**config.mk**
```make
export PLATFORM = sky130hd
export DESIGN_NAME = latch_bank_ctrl_flat
export DESIGN_NICKNAME = d
export VERILOG_FILES = /design/src/rtl/latch_bank_ctrl_if.sv /design/src/rtl/latch_bank_ctrl.sv /design/src/flat_wrapper.sv
export SDC_FILE = /design/constraint.sdc
export NUM_CORES = 1
export LEC_CHECK = 0
export CELL_PAD_IN_SITES_DETAIL_PLACEMENT = 0
export CELL_PAD_IN_SITES_GLOBAL_PLACEMENT = 2
export CORE_MARGIN = 2
export CORE_UTILIZATION = 22
export CTS_BUF_LIST = sky130_fd_sc_hd__clkbuf_16
export DETAILED_ROUTE_END_ITERATION = 10
export PLACE_DENSITY = 0.8
export SLEW_MARGIN = 10
export SYNTH_ARGS = -nofsm -noshare
export SYNTH_HDL_FRONTEND = slang
export SYNTH_SLANG_ARGS = --single-unit
```
**constraint.sdc**
```tcl
create_clock -name clk -period 1.39 [get_ports clk]
set_input_delay 0.278 -clock clk [delete_from_list [all_inputs] [get_ports clk]]
set_output_delay 0.278 -clock clk [all_outputs]
set_load 0.01 [all_outputs]
```
**src/rtl/latch_bank_ctrl_if.sv**
```systemverilog
// Bundle between the two write requesters and the latch bank controller.
// master: requester side (drives req/addr/data, observes gnt/ack and the latch bus).
// slave:  controller side (drives gnt/ack, latch enables, latch data and busy).
interface latch_bank_ctrl_if #(
    parameter int WIDTH  = 8,
    parameter int ADDR_W = 2
);
    localparam int N_LATCH = 1 << ADDR_W;

    logic               req0;
    logic [ADDR_W-1:0]  addr0;
    logic [WIDTH-1:0]   data0;
    logic               req1;
    logic [ADDR_W-1:0]  addr1;
    logic [WIDTH-1:0]   data1;
    logic               gnt0;
    logic               gnt1;
    logic               ack0;
    logic               ack1;
    logic [N_LATCH-1:0] lat_en;
    logic [WIDTH-1:0]   lat_d;
    logic               busy;

    modport master (
        output req0, addr0, data0, req1, addr1, data1,
        input  gnt0, gnt1, ack0, ack1, lat_en, lat_d, busy
    );

    modport slave (
        input  req0, addr0, data0, req1, addr1, data1,
        output gnt0, gnt1, ack0, ack1, lat_en, lat_d, busy
    );
endinterface

```
**src/rtl/latch_bank_ctrl.sv**
```systemverilog
// Round-robin sequencer sharing one bank of D latches between two write requesters.
// Latency: ack EN_CYCLES+HOLD_CYCLES+2 cycles after the capture edge (5 with defaults).
// Backpressure: a req is held until its ack; requests arriving while busy wait for IDLE.
// Ports: clk, rst (sync, active-high); bus (slave) carries req/addr/data per requester,
// gnt/ack per requester, one-hot lat_en, shared lat_d and busy. All outputs registered.
module latch_bank_ctrl #(
    parameter int WIDTH       = 8,
    parameter int ADDR_W      = 2,
    parameter int EN_CYCLES   = 2,
    parameter int HOLD_CYCLES = 1
) (
    input  logic           clk,
    input  logic           rst,
    latch_bank_ctrl_if.slave bus
);
    localparam int N_LATCH = 1 << ADDR_W;
    localparam int MAX_CYC = (EN_CYCLES > HOLD_CYCLES) ? EN_CYCLES : HOLD_CYCLES;
    // Counter holds (phase length - 1) down to 0, so it never needs to reach MAX_CYC.
    localparam int CNT_W   = (MAX_CYC > 1) ? $clog2(MAX_CYC) : 1;

    typedef enum logic [2:0] {IDLE, SETUP, ENABLE, HOLD, ACK} state_t;

    state_t             state_q, state_n;
    logic [CNT_W-1:0]   cnt_q, cnt_n;
    logic               owner_q, owner_n;   // 0: requester 0 owns the bank
    logic               rr_q, rr_n;         // requester favoured on a tie
    logic               win;
    logic [ADDR_W-1:0]  addr_q, addr_n;
    logic [WIDTH-1:0]   lat_d_q, lat_d_n;   // doubles as the private data copy
    logic [N_LATCH-1:0] lat_en_q, lat_en_n;
    logic               gnt0_q, gnt0_n, gnt1_q, gnt1_n;
    logic               ack0_q, ack0_n, ack1_q, ack1_n;
    logic               busy_q, busy_n;

    always_ff @(posedge clk) begin
        if (rst) begin
            state_q  <= IDLE;
            cnt_q    <= '0;
            owner_q  <= 1'b0;
            rr_q     <= 1'b0;
            addr_q   <= '0;
            lat_d_q  <= '0;
            lat_en_q <= '0;
            gnt0_q   <= 1'b0;
            gnt1_q   <= 1'b0;
            ack0_q   <= 1'b0;
            ack1_q   <= 1'b0;
            busy_q   <= 1'b0;
        end else begin
            state_q  <= state_n;
            cnt_q    <= cnt_n;
            owner_q  <= owner_n;
            rr_q     <= rr_n;
            addr_q   <= addr_n;
            lat_d_q  <= lat_d_n;
            lat_en_q <= lat_en_n;
            gnt0_q   <= gnt0_n;
            gnt1_q   <= gnt1_n;
            ack0_q   <= ack0_n;
            ack1_q   <= ack1_n;
            busy_q   <= busy_n;
        end
    end

    always_comb begin
        state_n  = state_q;
        cnt_n    = cnt_q;
        owner_n  = owner_q;
        rr_n     = rr_q;
        win      = 1'b0;
        addr_n   = addr_q;
        lat_d_n  = lat_d_q;
        lat_en_n = lat_en_q;
        gnt0_n   = gnt0_q;
        gnt1_n   = gnt1_q;
        ack0_n   = 1'b0;
        ack1_n   = 1'b0;
        busy_n   = busy_q;

        case (state_q)
            IDLE: begin
                if (bus.req0 || bus.req1) begin
                    // Lone requester wins outright; a tie goes to the rr pointer.
                    win      = (bus.req0 && bus.req1) ? rr_q : bus.req1;
                    owner_n  = win;
                    addr_n   = win ? bus.addr1 : bus.addr0;
                    lat_d_n  = win ? bus.data1 : bus.data0;
                    gnt0_n   = ~win;
                    gnt1_n   = win;
                    busy_n   = 1'b1;
                    state_n  = SETUP;
                end
            end
            SETUP: begin
                lat_en_n = N_LATCH'(1) << addr_q;
                cnt_n    = CNT_W'(EN_CYCLES - 1);
                state_n  = ENABLE;
            end
            ENABLE: begin
                if (cnt_q == '0) begin
                    lat_en_n = '0;
                    cnt_n    = CNT_W'(HOLD_CYCLES - 1);
                    state_n  = HOLD;
                end else begin
                    cnt_n = cnt_q - CNT_W'(1);
                end
            end
            HOLD: begin
                if (cnt_q == '0) begin
                    ack0_n  = ~owner_q;
                    ack1_n  = owner_q;
                    state_n = ACK;
                end else begin
                    cnt_n = cnt_q - CNT_W'(1);
                end
            end
            ACK: begin
                gnt0_n  = 1'b0;
                gnt1_n  = 1'b0;
                busy_n  = 1'b0;
                rr_n    = ~owner_q;
                state_n = IDLE;
            end
            default: begin
                lat_en_n = '0;
                gnt0_n   = 1'b0;
                gnt1_n   = 1'b0;
                busy_n   = 1'b0;
                state_n  = IDLE;
            end
        endcase
    end

    assign bus.gnt0   = gnt0_q;
    assign bus.gnt1   = gnt1_q;
    assign bus.ack0   = ack0_q;
    assign bus.ack1   = ack1_q;
    assign bus.lat_en = lat_en_q;
    assign bus.lat_d  = lat_d_q;
    assign bus.busy   = busy_q;
endmodule
```
**src/flat_wrapper.sv**
```systemverilog
// flat-port wrapper written by rule: the top's interface ports become plain ports
module latch_bank_ctrl_flat 
#(
    parameter int WIDTH       = 8,
    parameter int ADDR_W      = 2,
    parameter int EN_CYCLES   = 2,
    parameter int HOLD_CYCLES = 1
)
  (clk, rst, bus_req0, bus_addr0, bus_data0, bus_req1, bus_addr1, bus_data1, bus_gnt0, bus_gnt1, bus_ack0, bus_ack1, bus_lat_en, bus_lat_d, bus_busy);
  latch_bank_ctrl_if #(.WIDTH(WIDTH), .ADDR_W(ADDR_W)) bus_i ();
  input  logic clk;
  input  logic rst;
  input wire logic [$bits(bus_i.req0)-1:0] bus_req0;
  input wire logic [$bits(bus_i.addr0)-1:0] bus_addr0;
  input wire logic [$bits(bus_i.data0)-1:0] bus_data0;
  input wire logic [$bits(bus_i.req1)-1:0] bus_req1;
  input wire logic [$bits(bus_i.addr1)-1:0] bus_addr1;
  input wire logic [$bits(bus_i.data1)-1:0] bus_data1;
  output wire logic [$bits(bus_i.gnt0)-1:0] bus_gnt0;
  output wire logic [$bits(bus_i.gnt1)-1:0] bus_gnt1;
  output wire logic [$bits(bus_i.ack0)-1:0] bus_ack0;
  output wire logic [$bits(bus_i.ack1)-1:0] bus_ack1;
  output wire logic [$bits(bus_i.lat_en)-1:0] bus_lat_en;
  output wire logic [$bits(bus_i.lat_d)-1:0] bus_lat_d;
  output wire logic [$bits(bus_i.busy)-1:0] bus_busy;
  assign bus_i.req0 = bus_req0;
  assign bus_i.addr0 = bus_addr0;
  assign bus_i.data0 = bus_data0;
  assign bus_i.req1 = bus_req1;
  assign bus_i.addr1 = bus_addr1;
  assign bus_i.data1 = bus_data1;
  assign bus_gnt0 = bus_i.gnt0;
  assign bus_gnt1 = bus_i.gnt1;
  assign bus_ack0 = bus_i.ack0;
  assign bus_ack1 = bus_i.ack1;
  assign bus_lat_en = bus_i.lat_en;
  assign bus_lat_d = bus_i.lat_d;
  assign bus_busy = bus_i.busy;
  latch_bank_ctrl #(.WIDTH(WIDTH), .ADDR_W(ADDR_W), .EN_CYCLES(EN_CYCLES), .HOLD_CYCLES(HOLD_CYCLES)) u_core (.clk(clk), .rst(rst), .bus(bus_i));
endmodule
```
==> results of run 1 <==
per-layer routing:
layer | track usage, % | wire [um] | part of all wire (%)
met2 | 18.1 | 1460 | 51
met1 | 13.6 | 1280 | 45
met5 | 0 | 0 | 0
met3 | 0.949 | 66 | 2.3
met4 | 4.24 | 31 | 1.1
cell type report:
class,count,area [um^2]
Inverter,21,78.8
Sequential cell,25,504
Clock buffer,3,75.1
Multi-Input combinational cell,65,498
Tap cell,67,83.8
Clock inverter,1,5.00
Fill cell,487,2970
Timing Repair Buffer,57,510
what timing repair did:
item                       CTS  global route
resized for setup           22             3
setup endpoints to repair   28            13
pin swaps                    1             3
gates cloned                 1             0
setup buffers                2             0
layout by cell type, fill, tap and decap left out, types with 3 or more instances in the layout:
| master | count |
|---|---|
| inv_1 | 21 |
| dfxtp_2 | 3 |
| nor2b_1 | 3 |
| nand3_1 | 3 |
| nor2_1 | 3 |
| dlygate4sd2_1 | 16 |
| clkbuf_16 | 3 |
| a222oi_1 | 9 |
| dfxtp_1 | 22 |
| nand2b_1 | 11 |
| a211oi_1 | 3 |
| clkdlybuf4s50_1 | 23 |
| a21oi_1 | 6 |
| buf_4 | 17 |
sequential cells by signal (all words and copies together), names as in the netlist:
name and flops:
u_core.bus.gnt1 1, u_core.bus.lat_en 4, u_core.bus.ack1 1, u_core.bus.busy 1, u_core.addr_q 2, u_core.bus.lat_d 8, u_core.bus.gnt0 1, u_core.cnt_q 1
u_core.state_q 3, u_core.bus.ack0 1, u_core.rr_q 1, u_core.owner_q 1
where the power goes:
part,switching [mW],internal [mW]
logic,0.281,0.359
clock network,0.259,0.388
registers,0.0712,0.833
total,0.612,1.58
how the worst max path moves through the flow:
stage	depth (start not counted)	start	slack [ps]	endpoint
2_1_floorplan	5	u_core.state_q[1]	-5	u_core.addr_q[0]
3_3_place_gp	4	bus_req1	-350	u_core.bus.lat_d[1]
3_5_place_dp	4	bus_req1	-410	u_core.bus.lat_d[2]
4_1_cts	3	u_core.state_q[1]	-30	u_core.bus.lat_d[2]
5_1_grt	3	u_core.state_q[1]	-130	u_core.bus.lat_d[5]
6_report	3	u_core.state_q[1]	-30	u_core.bus.lat_d[4]
cell families (layout without fill, tap and decap cells):
group	Yosys count	count (layout)	share of synthesized area (%)
compound gates	31	31	24.6
buf+inv	27	82	10.3
flops	25	25	46.5
simple gates	33	34	18.6
metrics by stage:
| step | util [%] | total power, mW |
|---|---|---|
| after global placement | 34.9 | 1.55 |
| after detailed placement | 34.9 | 1.56 |
| after global routing | 37.2 | 2.31 |
| final | 37.2 | 2.19 |
| after floorplan | - | 1.24 |
| after CTS | 37.0 | 2.20 |
==> reports/results.txt, run 1 <==
Failing checks - setup timing
Critical-path maximum fanout - 5
ANT nets after route - 0
Final setup margin - -32.8 ps
Synth Net Count - 140
Crit. End Element - register
Number of I/O pins - 41
Drt drc - 0
Vias in the first global route - 1003
Yosys cell types - 34
Leak - 0.807 nW
Hold Crit Start - u_core.bus.busy
Synth Instances - 116
Post-Route Setup TNS - -92.0 ps
Num CTS Buffers - 3
Placed wire-length estimate - 2170 um
Dpl cells - 232
Worst Hold Class - register to register
Reg2reg end - u_core.bus.lat_d[4]
Post-route insts no fill - 239
MaxCap Viol Count - 0
Clk slew on worst S/H paths - 70 ps
Fin crit share - 102%
Status - complete, but fails checks
Hold Buf Count CTS - 0
Worst reg2reg path depth - 3
Global route total overflow - 0
Slew Viols, Final - 0
Clock Skews - 2.34 ps
Area leader, netlist - dfxtp_1
Family with the most delay on the worst path - simple AND/OR/NAND/NOR gates
Nets - 197
Number of synthesized register bits - 25
Worst Path Arrival - 1580 ps
Avg WL per Cell - 11.9 um
Yosys top cell area share - 46.5%
Count of final setup violators - 6
Type of origin of the critical path - register
Clock Path Buffers - 2
CP Data Required Time - 1550 ps
Worst slew margin - 80.9%
Reg2reg start - u_core.state_q[1]
Die Y - 74.0 um
Yosys warning count - 0
Die W - 74.0 um
H-Tree Depth - 1
Synth-to-Final Area Change - 62.9%
Slowest cell on crit path - or3b_4
Avg Inst Size Synth - 9.29 um^2
CP Cell Sequence - nor3_4 -> or3b_4 -> a222oi_1
Slowest stage delay, CP - 450 ps
Clock Sinks - 25
RSZ-0062 raised after global routing - yes
Mapped Area - 1080 um^2
Pre-CTS setup slack - -407 ps
Initial cell density of the core - 22.8%
Top cells by count, synth - 25 x dfxtp_1, 21 x inv_1, 11 x nand2b_1
Worst slew pin tran - 283 ps
CTS tree - yes
Crit path kind - register to register
Sequential cell area fraction in the yosys report - 46.5%
Initial antenna violation count - 0
WL final - 2840 um
Crit path time final - 1420 ps
Global-route usage over all layers - 10.5%
Total number of vias - 1039
Final hold violations - 0
Die area - 5470 um^2
Placed Instance Area - 1650 um^2
Fraction of final layout cells sized beyond drive strength 1 - 21.5%
Primary FF master, synth - dfxtp_1
Core area - 4720 um^2
Clk Latency, worst-skew pair - 260 ps
GPL Wtd Cong - 0.756
Most numerous cell in the Yosys netlist - dfxtp_1
Pin count of the biggest net entering global routing - 15
WHS Endpoint - u_core.bus.busy
Site row count - 25
Final Instance Area - 1760 um^2
EDFF count, synth - 0
PwrDens - 1250 nW/um^2
Antenna fix cells - 0
Share of async-settable or async-resettable flops after synthesis - 0%
Internal reg-to-reg setup slack - -30 ps
1st-iter DRT viols - 45
DRT Pass-1 Iters - 4
Achievable clock frequency - 703 MHz
Peak VDD IR - 466 uV
Port-buffer cells - 40
Ranking of synthesized cells by area - dfxtp_1 46%, a222oi_1 8.4%, inv_1 7.3%
WHS Path Cells - 1
Hold WS - 459 ps
CTS Root Cell - clkbuf_16
First-pass GRT wire length - 4490 um
Vias per std cell - 4.35
WP buf/inv - 0
No activity file was read; power rests on OpenSTA's default activity.
==> run 2: changes to the inputs <==
--- a/config.mk
+++ b/config.mk
@@ -16,3 +16,4 @@
 export SYNTH_ARGS = -nofsm -noshare
 export SYNTH_HDL_FRONTEND = slang
 export SYNTH_SLANG_ARGS = --single-unit
+export TNS_END_PERCENT = 20
==> reports/results.txt, run 2 (synthesis gave the netlist of run 1 again) <==
Status - finished clean
Worst Hold Class - input port to register
Fraction of final layout cells sized beyond drive strength 1 - 20.6% (-0.92 points)
MaxCap Viol Count - 0 (unchanged)
Antenna fix cells - 0 (unchanged)
Met1 Track Usage GR - 14.4% (+0.83 points)
CTS tree - yes
Seq pwr share - 41.9% (+0.6 points)
Leak - 0.824 nW (+2.1%)
Global route total overflow - 0 (unchanged)
Synth-to-Final Area Change - 62.1%
1st-iter DRT viols - 53 (+18%)
Post-route insts no fill - 237 (-0.84%)
Dpl cells - 231 (-0.43%)
Core area - 4720 um^2 (unchanged)
Final setup margin - 10.2 ps (+43.0 ps)
Pre-CTS setup slack - -419 ps (-12.1 ps)
Worst Path Arrival - 1540 ps (-40 ps)
Fin crit share - 99.3% (-3.1 points)
Site row count - 25 (unchanged)
Hold Crit Start - rst
Port-buffer cells - 40 (unchanged)
WL final - 2740 um (-3.5%)
First-pass GRT wire length - 4580 um (+2.0%)
Clock Skews - 8.12 ps (+5.78 ps)
CTS Root Cell - clkbuf_16
P_int - 1.56 mW (-1.1%)
Num CTS Buffers - 3 (unchanged)
Final Instance Area - 1750 um^2 (-0.50%)
Initial cell density of the core - 22.8% (unchanged)
Critical-path maximum fanout - 5 (unchanged)
Worst slew margin - 82.5% (+1.6 points)
Die Y - 74.0 um (unchanged)
GR peak layer - met2
Number of I/O pins - 41 (unchanged)
Clock Path Buffers - 2 (unchanged)
RSZ-0062 raised after global routing - yes
Reg2reg start - u_core.state_q[2]
CP Cell Sequence - nor3_4 -> or3b_4 -> a222oi_1
Critical path origin - u_core.state_q[2]
PwrDens - 1230 nW/um^2 (-1.1%)
Combinational share of power - 28.6% (-0.6 points)
Most frequent cells in the layout - 23 x dfxtp_1, 21 x inv_1, 21 x clkdlybuf4s50_1
Largest register FFs - 8 (unchanged)
Clk slew on worst S/H paths - 70 ps (about the same)
Crit path kind - register to register
Achievable clock frequency - 725 MHz (+3.1%)
DRT Pass-1 Iters - 6 (+2)
Peak VDD IR - 467 uV (+0.25%)
Met3 GRT Util - 1.63% (+0.68 points)
Global-route usage over all layers - 10.7% (+0.23 points)
Clock share of power - 29.5% (about the same)
Initial antenna violation count - 0 (unchanged)
Slew Viols, Final - 0 (unchanged)
Type of origin of the critical path - register
Slowest stage delay, CP - 440 ps (about the same)
Placed Instance Area - 1640 um^2 (-0.46%)
Family with the most delay on the worst path - simple AND/OR/NAND/NOR gates
Vias in the first global route - 1008 (+0.50%)
Die W - 74.0 um (unchanged)
Avg WL per Cell - 11.6 um (-2.6%)
Vias per std cell - 4.26 (-2.1%)
Drt drc - 0 (unchanged)
Pin count of the biggest net entering global routing - 15 (unchanged)
Clock Sinks - 25 (unchanged)
Most common cell after layout, fill and taps aside - dfxtp_1
Post-Route Setup TNS - 0 ps (+92.0 ps)
Count of final setup violators - 0 (-6)
Global-route track usage on met2 - 17.4% (-0.69 points)
Clk Latency, worst-skew pair - 260 ps (about the same)
Power Total - 2.16 mW (-1.6%)
ANT nets after route - 0 (unchanged)
Crit path time final - 1380 ps (-43.0 ps)
H-Tree Depth - 1 (unchanged)
CP Data Required Time - 1550 ps (about the same)
Net Sw Frac - 27.6% (-0.34 points)
Nets - 195 (-1.0%)
WP buf/inv - 0 (unchanged)
GPL Wtd Cong - 0.804 (+6.4%)
Hold Buf Count CTS - 0 (unchanged)
Slowest cell on crit path - or3b_4
Placed wire-length estimate - 2110 um (-2.7%)
Crit. End Element - register
Die area - 5470 um^2 (unchanged)
Total number of vias - 1009 (-2.9%)
Worst slew pin tran - 258 ps (-24.3 ps)
Final hold violations - 0 (unchanged)
Psw - 0.595 mW (-2.8%)
[run 2: power by group through the flow]
| stage | combinational, mW | sequential [mW] | clock (mW) |
|---|---|---|---|
| after floorplan | 0.293 | 0.944 | 0 |
| after global placement | 0.631 | 0.915 | 0 |
| after detailed placement | 0.639 | 0.921 | 0 |
| after CTS | 0.628 | 0.903 | 0.653 |
| after global routing | 0.683 | 0.918 | 0.684 |
| final | 0.617 | 0.903 | 0.636 |
[run 2: path summary, 6_finish.rpt]
check | endpoint | depth (start not counted) | slack (ps)
setup / recovery | u_core.bus.lat_d[4] | 3 | 10
hold / removal | u_core.bus.lat_d[3] | 3 | 440
setup reg to reg | u_core.bus.lat_d[4] | 3 | 10
hold reg to reg | u_core.bus.busy | 1 | 460
[run 2: worst min-delay path, stage by stage]
cell and delay (ps):
dlymetal6s2s_1 130, or3b_4 190, a221oi_2 60
[run 2: per-layer routing]
| metal | routed length, um | up-vias | part of all wire, % |
|---|---|---|---|
| met5 | 0 | - | 0 |
| met4 | 34 | 0 | 1.2 |
| met3 | 75 | 2 | 2.7 |
| met2 | 1380 | 21 | 50 |
| met1 | 1250 | 469 | 46 |
| li1 | - | 517 | - |
[run 2: area by class of cell]
class                           count  area [um^2]
Fill cell                         485         2980
Timing Repair Buffer               55          504
Clock buffer                        3         75.1
Inverter                           21         78.8
Clock inverter                      1         5.00
Tap cell                           67         83.8
Multi-Input combinational cell     65          497
Sequential cell                    25          503
[run 2: metrics by stage]
step | hold WS [ps] | util [%]
after floorplan | 420 | -
after global placement | 444 | 34.8
after detailed placement | 461 | 34.8
after CTS | 471 | 36.7
after global routing | 464 | 37.0
final | 439 | 37.0
[run 2: timing repair]
item,4_1_cts,5_1_grt
setup endpoints to repair,28,17
gates cloned,1,0
gates resized for setup,20,6
pin swaps,1,4
endpoints found under the hold margin,0,0
buffers inserted,1,0
==> run 3: changes to the inputs <==
==> constraint.sdc (replaced) <==
create_clock -name clk -period 1.23 [get_ports clk]
set_input_delay 0.246 -clock clk [delete_from_list [all_inputs] [get_ports clk]]
set_output_delay 0.246 -clock clk [all_outputs]
set_load 0.01 [all_outputs]
==> reports/results.txt, run 3 (synthesis gave the netlist of run 1 again) <==
Final setup margin - -211 ps (-221 ps)
Area occupied by multi-input gates - 515 um^2 (+3.8%)
Filler cell count - 500 (+3.1%)
Worst slew pin tran - 314 ps (+55.6 ps)
PwrDens - 1400 nW/um^2 (+13%)
WHS Endpoint - u_core.bus.lat_en[3]
DRT Pass-1 Iters - 4 (-2)
RSZ-0062 raised after global routing - yes
Worst slew margin - 79.1% (-3.5 points)
Type of origin of the critical path - register
Crit path time final - 1440 ps (+60.8 ps)
Crit. End Element - register
Drt drc - 0 (unchanged)
Total number of vias - 1029 (+2.0%)
Clk Latency, worst-skew pair - 250 ps (about the same)
Worst Hold Class - register to register
Antenna fix cells - 0 (unchanged)
Global-route usage over all layers - 10.9% (+0.15 points)
Site row count - 25 (unchanged)
Avg WL per Cell - 12.0 um (+4.1%)
CP Data Required Time - 1370 ps (-180 ps)
Reg2reg end - u_core.bus.lat_d[6]
Dpl cells - 231 (unchanged)
Global route total overflow - 0 (unchanged)
Worst Path Arrival - 1580 ps (+40 ps)
Internal reg-to-reg setup slack - -210 ps (-220 ps)
Peak VDD IR - 540 uV (+16%)
MaxCap Viol Count - 0 (unchanged)
Die W - 74.0 um (unchanged)
Crit path kind - register to register
Fin crit share - 117% (+18 points)
Synth-to-Final Area Change - 64.5%
Critical path origin - u_core.state_q[1]
Leak - 0.801 nW (-2.8%)
Die area - 5470 um^2 (unchanged)
Vias in the first global route - 1039 (+3.1%)
WHS Path Cells - 1 (-2)
Nets - 196 (+0.51%)
ANT nets after route - 0 (unchanged)
Initial cell density of the core - 22.8% (unchanged)
Slew Viols, Final - 0 (unchanged)
Count of final setup violators - 10 (+10)
Critical-path maximum fanout - 5 (unchanged)
Placed wire-length estimate - 2140 um (+1.5%)
Core area - 4720 um^2 (unchanged)
Fraction of final layout cells sized beyond drive strength 1 - 22.8% (+2.2 points)
Post-Route Setup TNS - -1490 ps (-1490 ps)
Clock Skews - 3.52 ps (-4.60 ps)
Pin count of the biggest net entering global routing - 15 (unchanged)
Post-route insts no fill - 238 (+0.42%)
Final hold violations - 0 (unchanged)
Status - complete, but fails checks
WL final - 2870 um (+4.5%)
Port-buffer cells - 40 (unchanged)
Clk slew on worst S/H paths - 60 ps (about the same)
GPL Wtd Cong - 0.802 (-0.32%)
Power Total - 2.48 mW (+15%)
Failing checks - setup timing
Achievable clock frequency - 694 MHz (-4.2%)
Die Y - 74.0 um (unchanged)
Vias per std cell - 4.32 (+1.6%)
Largest register FFs - 8 (unchanged)
Reg2reg start - u_core.state_q[1]
CTS Root Cell - clkbuf_16
Clock Path Buffers - 2 (unchanged)
Reg area - 504 um^2 (+0.25%)
CTS tree - yes
Hold Crit Start - u_core.bus.lat_en[3]
H-Tree Depth - 1 (unchanged)
First-pass GRT wire length - 4600 um (+0.31%)
Most frequent cells in the layout - 22 x clkdlybuf4s50_1, 22 x dfxtp_1, 21 x inv_1
Initial antenna violation count - 0 (unchanged)
Num CTS Buffers - 3 (unchanged)
1st-iter DRT viols - 69 (+30%)
Number of I/O pins - 41 (unchanged)
Worst reg2reg path depth - 3 (unchanged)
Clock Sinks - 25 (unchanged)
[run 3: cell count changes in the layout (fill, tap and decap cells not counted), moves of 2 or more]
cell,delta
dlymetal6s2s_1,-4
buf_6,+3
dlygate4sd2_1,+3
buf_4,-2
nor2b_1,-2
[run 3: worst max path at each step]
| stage | depth (start not counted) | slack, ps | end |
|---|---|---|---|
| floorplan | 5 | -160 | u_core.addr_q[0] |
| global placement | 4 | -490 | u_core.bus.lat_d[6] |
| detailed placement | 4 | -610 | u_core.bus.lat_d[6] |
| CTS | 3 | -220 | u_core.bus.lat_d[6] |
| global route | 3 | -270 | u_core.bus.lat_d[6] |
| finish | 3 | -210 | u_core.bus.lat_d[6] |
[run 3: area by class of cell]
class / instances / area share [%]
repair buffers: 56 / 28.7
well taps: 67 / 4.73
clock buffers: 3 / 4.24
clock inverters: 1 / 0.282
flip-flops and latches: 25 / 28.5
multi-input cells: 65 / 29.1
inverters: 21 / 4.45
[run 3: what timing repair did]
action / in CTS / in global routing
gates resized for setup: 28 / 6
hold buffers: 0 / 0
cloned: 1 / 0
pin swaps: 2 / 1
setup buffers: 2 / 0
setup endpoints to repair: 35 / 19
[run 3: stage by stage]
stage          utilization, %  area (um^2)  worst slack (ps)  hold slack, ps
2_1_floorplan               -         1090              -165             388
3_3_place_gp             34.8         1640              -488             444
3_5_place_dp             34.8         1640              -609             463
4_1_cts                  37.0         1750              -216             476
5_1_grt                  37.5         1770              -275             493
6_report                 37.5         1770              -211             464
[run 3: critical path, stage by stage (launching register included)]
cell,delay [ps]
dfxtp_2,340
nor3_4,220
or3b_4,440
a222oi_1,330
[run 3: per-layer routing]
layer | GRT usage [%] | share of wire, % | vias to the layer above | routed length [um]
met2 | 19.1 | 52 | 18 | 1480
met5 | 0 | 0 | - | 0
li1 | - | - | 522 | -
met1 | 13.1 | 44 | 487 | 1270
met3 | 2.03 | 2.8 | 2 | 80
met4 | 4.24 | 1.3 | 0 | 38
[run 3: where the power goes]
part	switching [mW]	total, mW	internal (mW)
registers	0.0842	1.03	0.941
clock network	0.270	0.708	0.437
logic	0.328	0.748	0.420
